===== src/rtl/set_job_host_if.sv =====
// Handshake bundle for set_job_host: job input stream, SET issue/response, result output.
// The slave modport is the host block itself; master is whoever drives it.
interface set_job_host_if #(
   parameter int unsigned DEPTH = 4
);
   logic                     job_valid;
   logic                     job_ready;
   logic [23:0]              job_central;
   logic [11:0]              job_radius;
   logic [1:0]               job_mode;

   logic                     set_en;
   logic [23:0]              set_central;
   logic [11:0]              set_radius;
   logic [1:0]               set_mode;
   logic                     set_busy;
   logic                     set_valid;
   logic [7:0]               set_candidate;

   logic                     res_valid;
   logic                     res_ready;
   logic [7:0]               res_candidate;
   logic [3:0]               res_seq;
   logic                     res_err;

   logic [$clog2(DEPTH):0]   fifo_count;

   modport master (
      output job_valid, job_central, job_radius, job_mode,
      output set_busy, set_valid, set_candidate,
      output res_ready,
      input  job_ready, set_en, set_central, set_radius, set_mode,
      input  res_valid, res_candidate, res_seq, res_err, fifo_count
   );

   modport slave (
      input  job_valid, job_central, job_radius, job_mode,
      input  set_busy, set_valid, set_candidate,
      input  res_ready,
      output job_ready, set_en, set_central, set_radius, set_mode,
      output res_valid, res_candidate, res_seq, res_err, fifo_count
   );
endinterface


===== src/rtl/set_job_host.sv =====
// Host driver for the SET engine: job FIFO, one-job-at-a-time issue, result capture.
// Optional WAIT watchdog enabled by defining SET_HOST_TIMEOUT_EN.
module set_job_host #(
   parameter int unsigned DEPTH          = 4,
   parameter int unsigned TIMEOUT_CYCLES = 255
) (
   input logic           clk,
   input logic           rst,
   set_job_host_if.slave bus
);

   localparam int unsigned AW = $clog2(DEPTH);
   localparam logic [AW:0] DepthCount = (AW + 1)'(DEPTH);

   typedef enum logic [1:0] {StIdle, StIssue, StWait, StDone} state_e;

   typedef struct packed {
      logic [23:0] central;
      logic [11:0] radius;
      logic [1:0]  mode;
   } job_t;

   job_t          mem_q [DEPTH];
   logic [AW-1:0] wr_ptr_q;
   logic [AW-1:0] rd_ptr_q;
   logic [AW:0]   count_q;
   logic          full;
   logic          empty;
   logic          push;
   logic          pop;
   job_t          job_in;

   state_e        state_q;
   logic          set_en_q;
   job_t          set_job_q;
   logic          res_valid_q;
   logic [7:0]    res_cand_q;
   logic [3:0]    res_seq_q;

   assign full   = (count_q == DepthCount);
   assign empty  = (count_q == '0);
   assign job_in = {bus.job_central, bus.job_radius, bus.job_mode};
   // Ready depends only on the registered count, never on a same-cycle pop.
   assign push   = bus.job_valid && !full;
   assign pop    = (state_q == StIdle) && !empty && !bus.set_busy;

   always_ff @(posedge clk or posedge rst) begin
      if (rst) begin
         wr_ptr_q <= '0;
         rd_ptr_q <= '0;
         count_q  <= '0;
         for (int unsigned i = 0; i < DEPTH; i++) begin
            mem_q[AW'(i)] <= '0;
         end
      end else begin
         if (push) begin
            mem_q[wr_ptr_q] <= job_in;
            wr_ptr_q        <= wr_ptr_q + 1'b1;
         end
         if (pop) begin
            rd_ptr_q <= rd_ptr_q + 1'b1;
         end
         if (push && !pop) begin
            count_q <= count_q + 1'b1;
         end else if (pop && !push) begin
            count_q <= count_q - 1'b1;
         end
      end
   end

`ifdef SET_HOST_TIMEOUT_EN
   localparam logic [15:0] WdogLimit = 16'(TIMEOUT_CYCLES - 1);

   logic [15:0] wdog_q;
   logic        res_err_q;

   always_ff @(posedge clk or posedge rst) begin
      if (rst) begin
         state_q     <= StIdle;
         set_en_q    <= 1'b0;
         set_job_q   <= '0;
         res_valid_q <= 1'b0;
         res_cand_q  <= '0;
         res_seq_q   <= '0;
         res_err_q   <= 1'b0;
         wdog_q      <= '0;
      end else begin
         unique case (state_q)
            StIdle: begin
               if (pop) begin
                  set_job_q <= mem_q[rd_ptr_q];
                  set_en_q  <= 1'b1;
                  state_q   <= StIssue;
               end
            end
            StIssue: begin
               set_en_q <= 1'b0;
               wdog_q   <= '0;
               state_q  <= StWait;
            end
            StWait: begin
               // A real response on the limit cycle takes priority over the timeout.
               if (bus.set_valid) begin
                  res_cand_q  <= bus.set_candidate;
                  res_err_q   <= 1'b0;
                  res_valid_q <= 1'b1;
                  state_q     <= StDone;
               end else if (wdog_q == WdogLimit) begin
                  res_cand_q  <= 8'hFF;
                  res_err_q   <= 1'b1;
                  res_valid_q <= 1'b1;
                  state_q     <= StDone;
               end else begin
                  wdog_q <= wdog_q + 1'b1;
               end
            end
            StDone: begin
               if (bus.res_ready) begin
                  res_valid_q <= 1'b0;
                  res_seq_q   <= res_seq_q + 1'b1;
                  state_q     <= StIdle;
               end
            end
            default: state_q <= StIdle;
         endcase
      end
   end

   assign bus.res_err = res_err_q;
`else
   logic unused_timeout;
   assign unused_timeout = (TIMEOUT_CYCLES != 0);

   always_ff @(posedge clk or posedge rst) begin
      if (rst) begin
         state_q     <= StIdle;
         set_en_q    <= 1'b0;
         set_job_q   <= '0;
         res_valid_q <= 1'b0;
         res_cand_q  <= '0;
         res_seq_q   <= '0;
      end else begin
         unique case (state_q)
            StIdle: begin
               if (pop) begin
                  set_job_q <= mem_q[rd_ptr_q];
                  set_en_q  <= 1'b1;
                  state_q   <= StIssue;
               end
            end
            StIssue: begin
               set_en_q <= 1'b0;
               state_q  <= StWait;
            end
            StWait: begin
               if (bus.set_valid) begin
                  res_cand_q  <= bus.set_candidate;
                  res_valid_q <= 1'b1;
                  state_q     <= StDone;
               end
            end
            StDone: begin
               if (bus.res_ready) begin
                  res_valid_q <= 1'b0;
                  res_seq_q   <= res_seq_q + 1'b1;
                  state_q     <= StIdle;
               end
            end
            default: state_q <= StIdle;
         endcase
      end
   end

   assign bus.res_err = 1'b0;
`endif

   assign bus.job_ready     = !full;
   assign bus.set_en        = set_en_q;
   assign bus.set_central   = set_job_q.central;
   assign bus.set_radius    = set_job_q.radius;
   assign bus.set_mode      = set_job_q.mode;
   assign bus.res_valid     = res_valid_q;
   assign bus.res_candidate = res_cand_q;
   assign bus.res_seq       = res_seq_q;
   assign bus.fifo_count    = count_q;

endmodule


===== src/flat_wrapper.sv =====
// flat-port wrapper written by rule: the top's interface ports become plain ports
module set_job_host_flat 
#(
   parameter int unsigned DEPTH          = 4,
   parameter int unsigned TIMEOUT_CYCLES = 255
)
  (clk, rst, bus_job_valid, bus_job_central, bus_job_radius, bus_job_mode, bus_set_busy, bus_set_valid, bus_set_candidate, bus_res_ready, bus_job_ready, bus_set_en, bus_set_central, bus_set_radius, bus_set_mode, bus_res_valid, bus_res_candidate, bus_res_seq, bus_res_err, bus_fifo_count);
  set_job_host_if #(.DEPTH(DEPTH)) bus_i ();
  input logic clk;
  input logic rst;
  input wire logic [$bits(bus_i.job_valid)-1:0] bus_job_valid;
  input wire logic [$bits(bus_i.job_central)-1:0] bus_job_central;
  input wire logic [$bits(bus_i.job_radius)-1:0] bus_job_radius;
  input wire logic [$bits(bus_i.job_mode)-1:0] bus_job_mode;
  input wire logic [$bits(bus_i.set_busy)-1:0] bus_set_busy;
  input wire logic [$bits(bus_i.set_valid)-1:0] bus_set_valid;
  input wire logic [$bits(bus_i.set_candidate)-1:0] bus_set_candidate;
  input wire logic [$bits(bus_i.res_ready)-1:0] bus_res_ready;
  output wire logic [$bits(bus_i.job_ready)-1:0] bus_job_ready;
  output wire logic [$bits(bus_i.set_en)-1:0] bus_set_en;
  output wire logic [$bits(bus_i.set_central)-1:0] bus_set_central;
  output wire logic [$bits(bus_i.set_radius)-1:0] bus_set_radius;
  output wire logic [$bits(bus_i.set_mode)-1:0] bus_set_mode;
  output wire logic [$bits(bus_i.res_valid)-1:0] bus_res_valid;
  output wire logic [$bits(bus_i.res_candidate)-1:0] bus_res_candidate;
  output wire logic [$bits(bus_i.res_seq)-1:0] bus_res_seq;
  output wire logic [$bits(bus_i.res_err)-1:0] bus_res_err;
  output wire logic [$bits(bus_i.fifo_count)-1:0] bus_fifo_count;
  assign bus_i.job_valid = bus_job_valid;
  assign bus_i.job_central = bus_job_central;
  assign bus_i.job_radius = bus_job_radius;
  assign bus_i.job_mode = bus_job_mode;
  assign bus_i.set_busy = bus_set_busy;
  assign bus_i.set_valid = bus_set_valid;
  assign bus_i.set_candidate = bus_set_candidate;
  assign bus_i.res_ready = bus_res_ready;
  assign bus_job_ready = bus_i.job_ready;
  assign bus_set_en = bus_i.set_en;
  assign bus_set_central = bus_i.set_central;
  assign bus_set_radius = bus_i.set_radius;
  assign bus_set_mode = bus_i.set_mode;
  assign bus_res_valid = bus_i.res_valid;
  assign bus_res_candidate = bus_i.res_candidate;
  assign bus_res_seq = bus_i.res_seq;
  assign bus_res_err = bus_i.res_err;
  assign bus_fifo_count = bus_i.fifo_count;
  set_job_host #(.DEPTH(DEPTH), .TIMEOUT_CYCLES(TIMEOUT_CYCLES)) u_core (.clk(clk), .rst(rst), .bus(bus_i));
endmodule

===== config.mk =====
export PLATFORM = sky130hd
export DESIGN_NAME = set_job_host_flat
export DESIGN_NICKNAME = d
export VERILOG_FILES = /design/src/rtl/set_job_host_if.sv /design/src/rtl/set_job_host.sv /design/src/flat_wrapper.sv
export SDC_FILE = /design/constraint.sdc
export NUM_CORES = 1
export LEC_CHECK = 0
export CAP_MARGIN = 0
export CORE_MARGIN = 5
export CORE_UTILIZATION = 56
export DETAILED_ROUTE_END_ITERATION = 16
export PLACE_DENSITY = 0.87
export SETUP_SLACK_MARGIN = 0.15
export SLEW_MARGIN = 20
export SYNTH_ARGS = -nofsm -noshare
export SYNTH_HDL_FRONTEND = slang
export SYNTH_SLANG_ARGS = --single-unit

===== constraint.sdc =====
create_clock -name clk -period 7.5 [get_ports clk]
set_clock_uncertainty 0.2 [all_clocks]
set_input_delay 0.75 -clock clk [delete_from_list [all_inputs] [get_ports clk]]
set_output_delay 0.75 -clock clk [all_outputs]
set_load 0.005 [all_outputs]

==> metrics.md <==
| Metric | Value |
|---|---|
| Crit start category | `flip-flop` |
| Vias in the first global route | `5756` |
| Category of the most critical setup path | `flip-flop to output port` |
| Pwr Density | `464 nW/um^2` |
| Number of nets still failing antenna checks after routing | `0` |
| Crit. End Element | `output port` |
| Fraction of the yosys area taken by sequential cells | `55.9%` |
| Stage delay of the slowest cell on the critical path | `540 ps` |
| Leakage power total | `5.08 nW` |
| DRC violation count after routing | `0` |
| Number of slew-limit violations in the final report | `0` |
| CP top delay family | `simple AND/OR/NAND/NOR gates` |
| Clock-pin slew on the worst setup and hold paths | `60 ps` |
| Global placement routability congestion | `0.729` |
| Die span in y | `140 um` |
| Placed wire-length estimate | `11.4 mm` |
| Hold crit path type | `flip-flop to flip-flop` |
| Synthesized area per cell | `17.6 um^2` |
| Async set-or-reset flop fraction in the synthesized netlist | `100%` |
| Top flip-flop cell by instance count after synthesis | `sky130_fd_sc_hd__dfrtp_1` |
| Maximum fanout along the worst path | `6` |
| Routed wire length on met2 | `8.93 mm` |
| Met3 WL | `1.04 mm` |
| Clock network fraction of design power | `20.4%` |
| Highest metal layer with signal wires | `met4` |
| Comb power frac | `39.4%` |
| Number of unique standard cell types used by synthesis | `30` |
| Synth warnings | `0` |
| Clock tree from TritonCTS | `yes` |
| Slew headroom | `35.1%` |
| Root buffer cell | `sky130_fd_sc_hd__clkbuf_16` |
| Critical path arrival | `2030 ps` |
| I/O pin cnt | `109` |
| Fin crit share | `39.7%` |
| Slew at the pin closest to its max-slew limit | `973 ps` |
| Effective utilization at floorplan | `57.3%` |
| Post-cts gate resize count | `0` |
| Critical path required time | `6550 ps` |
| Clock H-tree levels | `1` |
| Die outline width | `140 um` |
| Int Pwr | `3.77 mW` |
| Number of setup buffers added after CTS | `0` |
| Post-layout net count | `715` |
| Number of diodes | `0` |
| Most frequent cells after synthesis | `213 x sky130_fd_sc_hd__dfrtp_1, 114 x sky130_fd_sc_hd__mux2_2, 80 x sky130_fd_sc_hd__mux2_4` |
| Maximum VDD drop | `0.297 mV` |
| RSZ-0062 raised after global routing | `false` |
| Total routed wire length on the met1 layer | `8.39 mm` |
| Number of instances in the synthesized netlist | `542` |
| Total routing usage reported by global routing | `19.3%` |
| Std-Cell Core Area | `16600 um^2` |
| Port Buffer Count | `107` |
| Clock latency reported for the late side of the worst-skew pair | `490 ps` |
| Total vias in the final route | `5023` |
| Share of power burned in registers | `40.2%` |
| Fraction of layout instances using a drive strength above 1 | `42.3%` |
| Reported net switching power | `1.49 mW` |
| Count of endpoints failing setup in the final report | `0` |
| Worst path buffer plus inverter count | `1` |
| Maximum number of pins on one net before global-route repair | `143` |
| Total CTS buffers | `22` |
| Initial DRT Pass Iterations | `5` |
| Library cell occupying the most area in the post-synthesis netlist | `sky130_fd_sc_hd__dfrtp_1` |
| Post-synth EDFFs | `0` |
| Site Rows | `47` |
| Cell chain of the critical path | `or3b_1 -> clkdlybuf4s50_1` |
| Grt ovf | `0` |
| Switching part of the total | `28.3%` |
| Synth-to-layout area growth | `19.1%` |
| Setup TNS after final layout | `0 ps` |
| Vias per std cell | `5.67` |
| First-pass GRT wire length | `30.9 mm` |
| Maximum number of buffers from clock root to sink | `3` |
| Maximum operating frequency | `336 MHz` |
| Sink Count | `213` |
| Post-route worst hold slack | `276 ps` |
| Yosys top cell area share | `55.9%` |
| Total of fill cells in the finished design | `1054` |
| Post-synthesis sequential element count | `213` |
| Hold buffer count at CTS | `0` |
| Die Footprint | `19700 um^2` |
| Max capacitance violation total | `0` |
| Top post-synthesis cells by area | `sky130_fd_sc_hd__dfrtp_1 56%, sky130_fd_sc_hd__mux2_2 13%, sky130_fd_sc_hd__mux2_4 13%` |
| Total wire length | `18.7 mm` |
| Cell type of the slowest stage on the worst timing path | `sky130_fd_sc_hd__or3b_1` |
| DR iter-0 viols | `305` |
| Most frequent cell after synthesis | `sky130_fd_sc_hd__dfrtp_1` |
| Number of nets produced by synthesis | `606` |
| Average wire per cell in the routed design | `21.1 um` |
| Post-synthesis cell area | `9530 um^2` |
| Status | `complete, no violations` |
| Post-layout minimum cycle time | `2980 ps` |
| Antenna violations before repair | `0` |
| Final hold vios | `0` |
[path summary, 6_finish.rpt]
check	slack (ps)	start	depth (start not counted)	endpoint
setup / recovery	4520	u_core.bus.fifo_count[0]	2	bus_job_ready
hold / removal	280	u_core.bus.res_seq[3]	1	u_core.bus.res_seq[3]
setup reg to reg	4950	u_core.bus.fifo_count[0]	7	u_core.bus.fifo_count[1]
hold reg to reg	280	u_core.bus.res_seq[3]	1	u_core.bus.res_seq[3]
max in group asynchronous	4940	rst	3	u_core.mem_q[146]
min in group asynchronous	650	rst	2	u_core.bus.set_central[13]
[layout by cell type, fill, tap and decap left out, types with 3 or more instances in the layout]
cell	count
sky130_fd_sc_hd__dfrtp_1	211
sky130_fd_sc_hd__mux2_2	114
sky130_fd_sc_hd__clkdlybuf4s50_1	107
sky130_fd_sc_hd__mux2_4	80
sky130_fd_sc_hd__mux4_2	38
sky130_fd_sc_hd__clkbuf_16	23
sky130_fd_sc_hd__ha_1	11
sky130_fd_sc_hd__inv_1	9
sky130_fd_sc_hd__mux2_1	8
sky130_fd_sc_hd__buf_4	8
sky130_fd_sc_hd__nand2_1	5
sky130_fd_sc_hd__xnor2_1	5
sky130_fd_sc_hd__clkbuf_8	5
sky130_fd_sc_hd__clkbuf_1	5
sky130_fd_sc_hd__clkinv_2	5
sky130_fd_sc_hd__nand3_2	4
sky130_fd_sc_hd__xor2_1	4
sky130_fd_sc_hd__nor2_1	3
[power by group through the flow]
stage                     registers (mW)  clock network (mW)  logic [mW]
after global placement              2.07                   0        2.01
after detailed placement            2.12                   0        2.09
final                               2.12                1.08        2.07
after floorplan                     2.00                   0        1.58
after CTS                           2.11                1.10        2.11
after global routing                2.18                1.15        2.23
[metrics by stage]
step           utilization [%]  worst slack, ps  std cells  total power, mW  instance area [um^2]
6_report                  68.2             4520        886             5.26                 11300
5_1_grt                   68.2             4460        886             5.56                 11300
4_1_cts                   68.2             4500        886             5.32                 11300
3_5_place_dp              63.9             4350        847             4.21                 10600
3_3_place_gp              63.9             4490        847             4.08                 10600
2_1_floorplan                -              727        542             3.58                  9530
[flip-flops by register name, indices dropped and copies added (netlist names)]
signal and flops:
u_core.bus.set_radius 12, u_core.bus.res_seq 4, u_core.bus.res_valid 1, u_core.mem_q 152
u_core.bus.fifo_count 3, u_core.bus.set_mode 2, u_core.bus.res_candidate 8, u_core.state_q 2
u_core.bus.set_central 24, u_core.rd_ptr_q 2, u_core.bus.set_en 1, u_core.wr_ptr_q 2
[cell type report]
class                           count  area (um^2)  area share (%)
Sequential cell                   213         5330            47.0
Clock inverter                      6         55.1           0.485
Clock buffer                       33          663            5.84
Tap cell                          220          275            2.43
Timing Repair Buffer              115         1130            9.97
Multi-Input combinational cell    289         3850            33.9
Inverter                           10         45.0           0.397
[routing by layer]
metal	vias to the layer above	track usage, %
li1	2185	-
met1	2697	26.7
met2	119	31.4
met3	22	4.67
met4	0	4.08
met5	-	0
[logic make-up (layout without fill, tap and decap cells)]
kind of cell	count (synthesis)	count (layout)	share of synthesized area, %
multiplexers	241	241	36.1
flip-flops	213	213	55.9
buffers and inverters	40	164	3.78
AND/OR/NAND/NOR	21	21	1.30
adder cells (fa/ha/maj)	12	12	1.65
XOR/XNOR	9	9	0.827
AO/OA/AOI/OAI	5	5	0.381
other	1	1	0.0393
(Power assumes the default switching activity.)
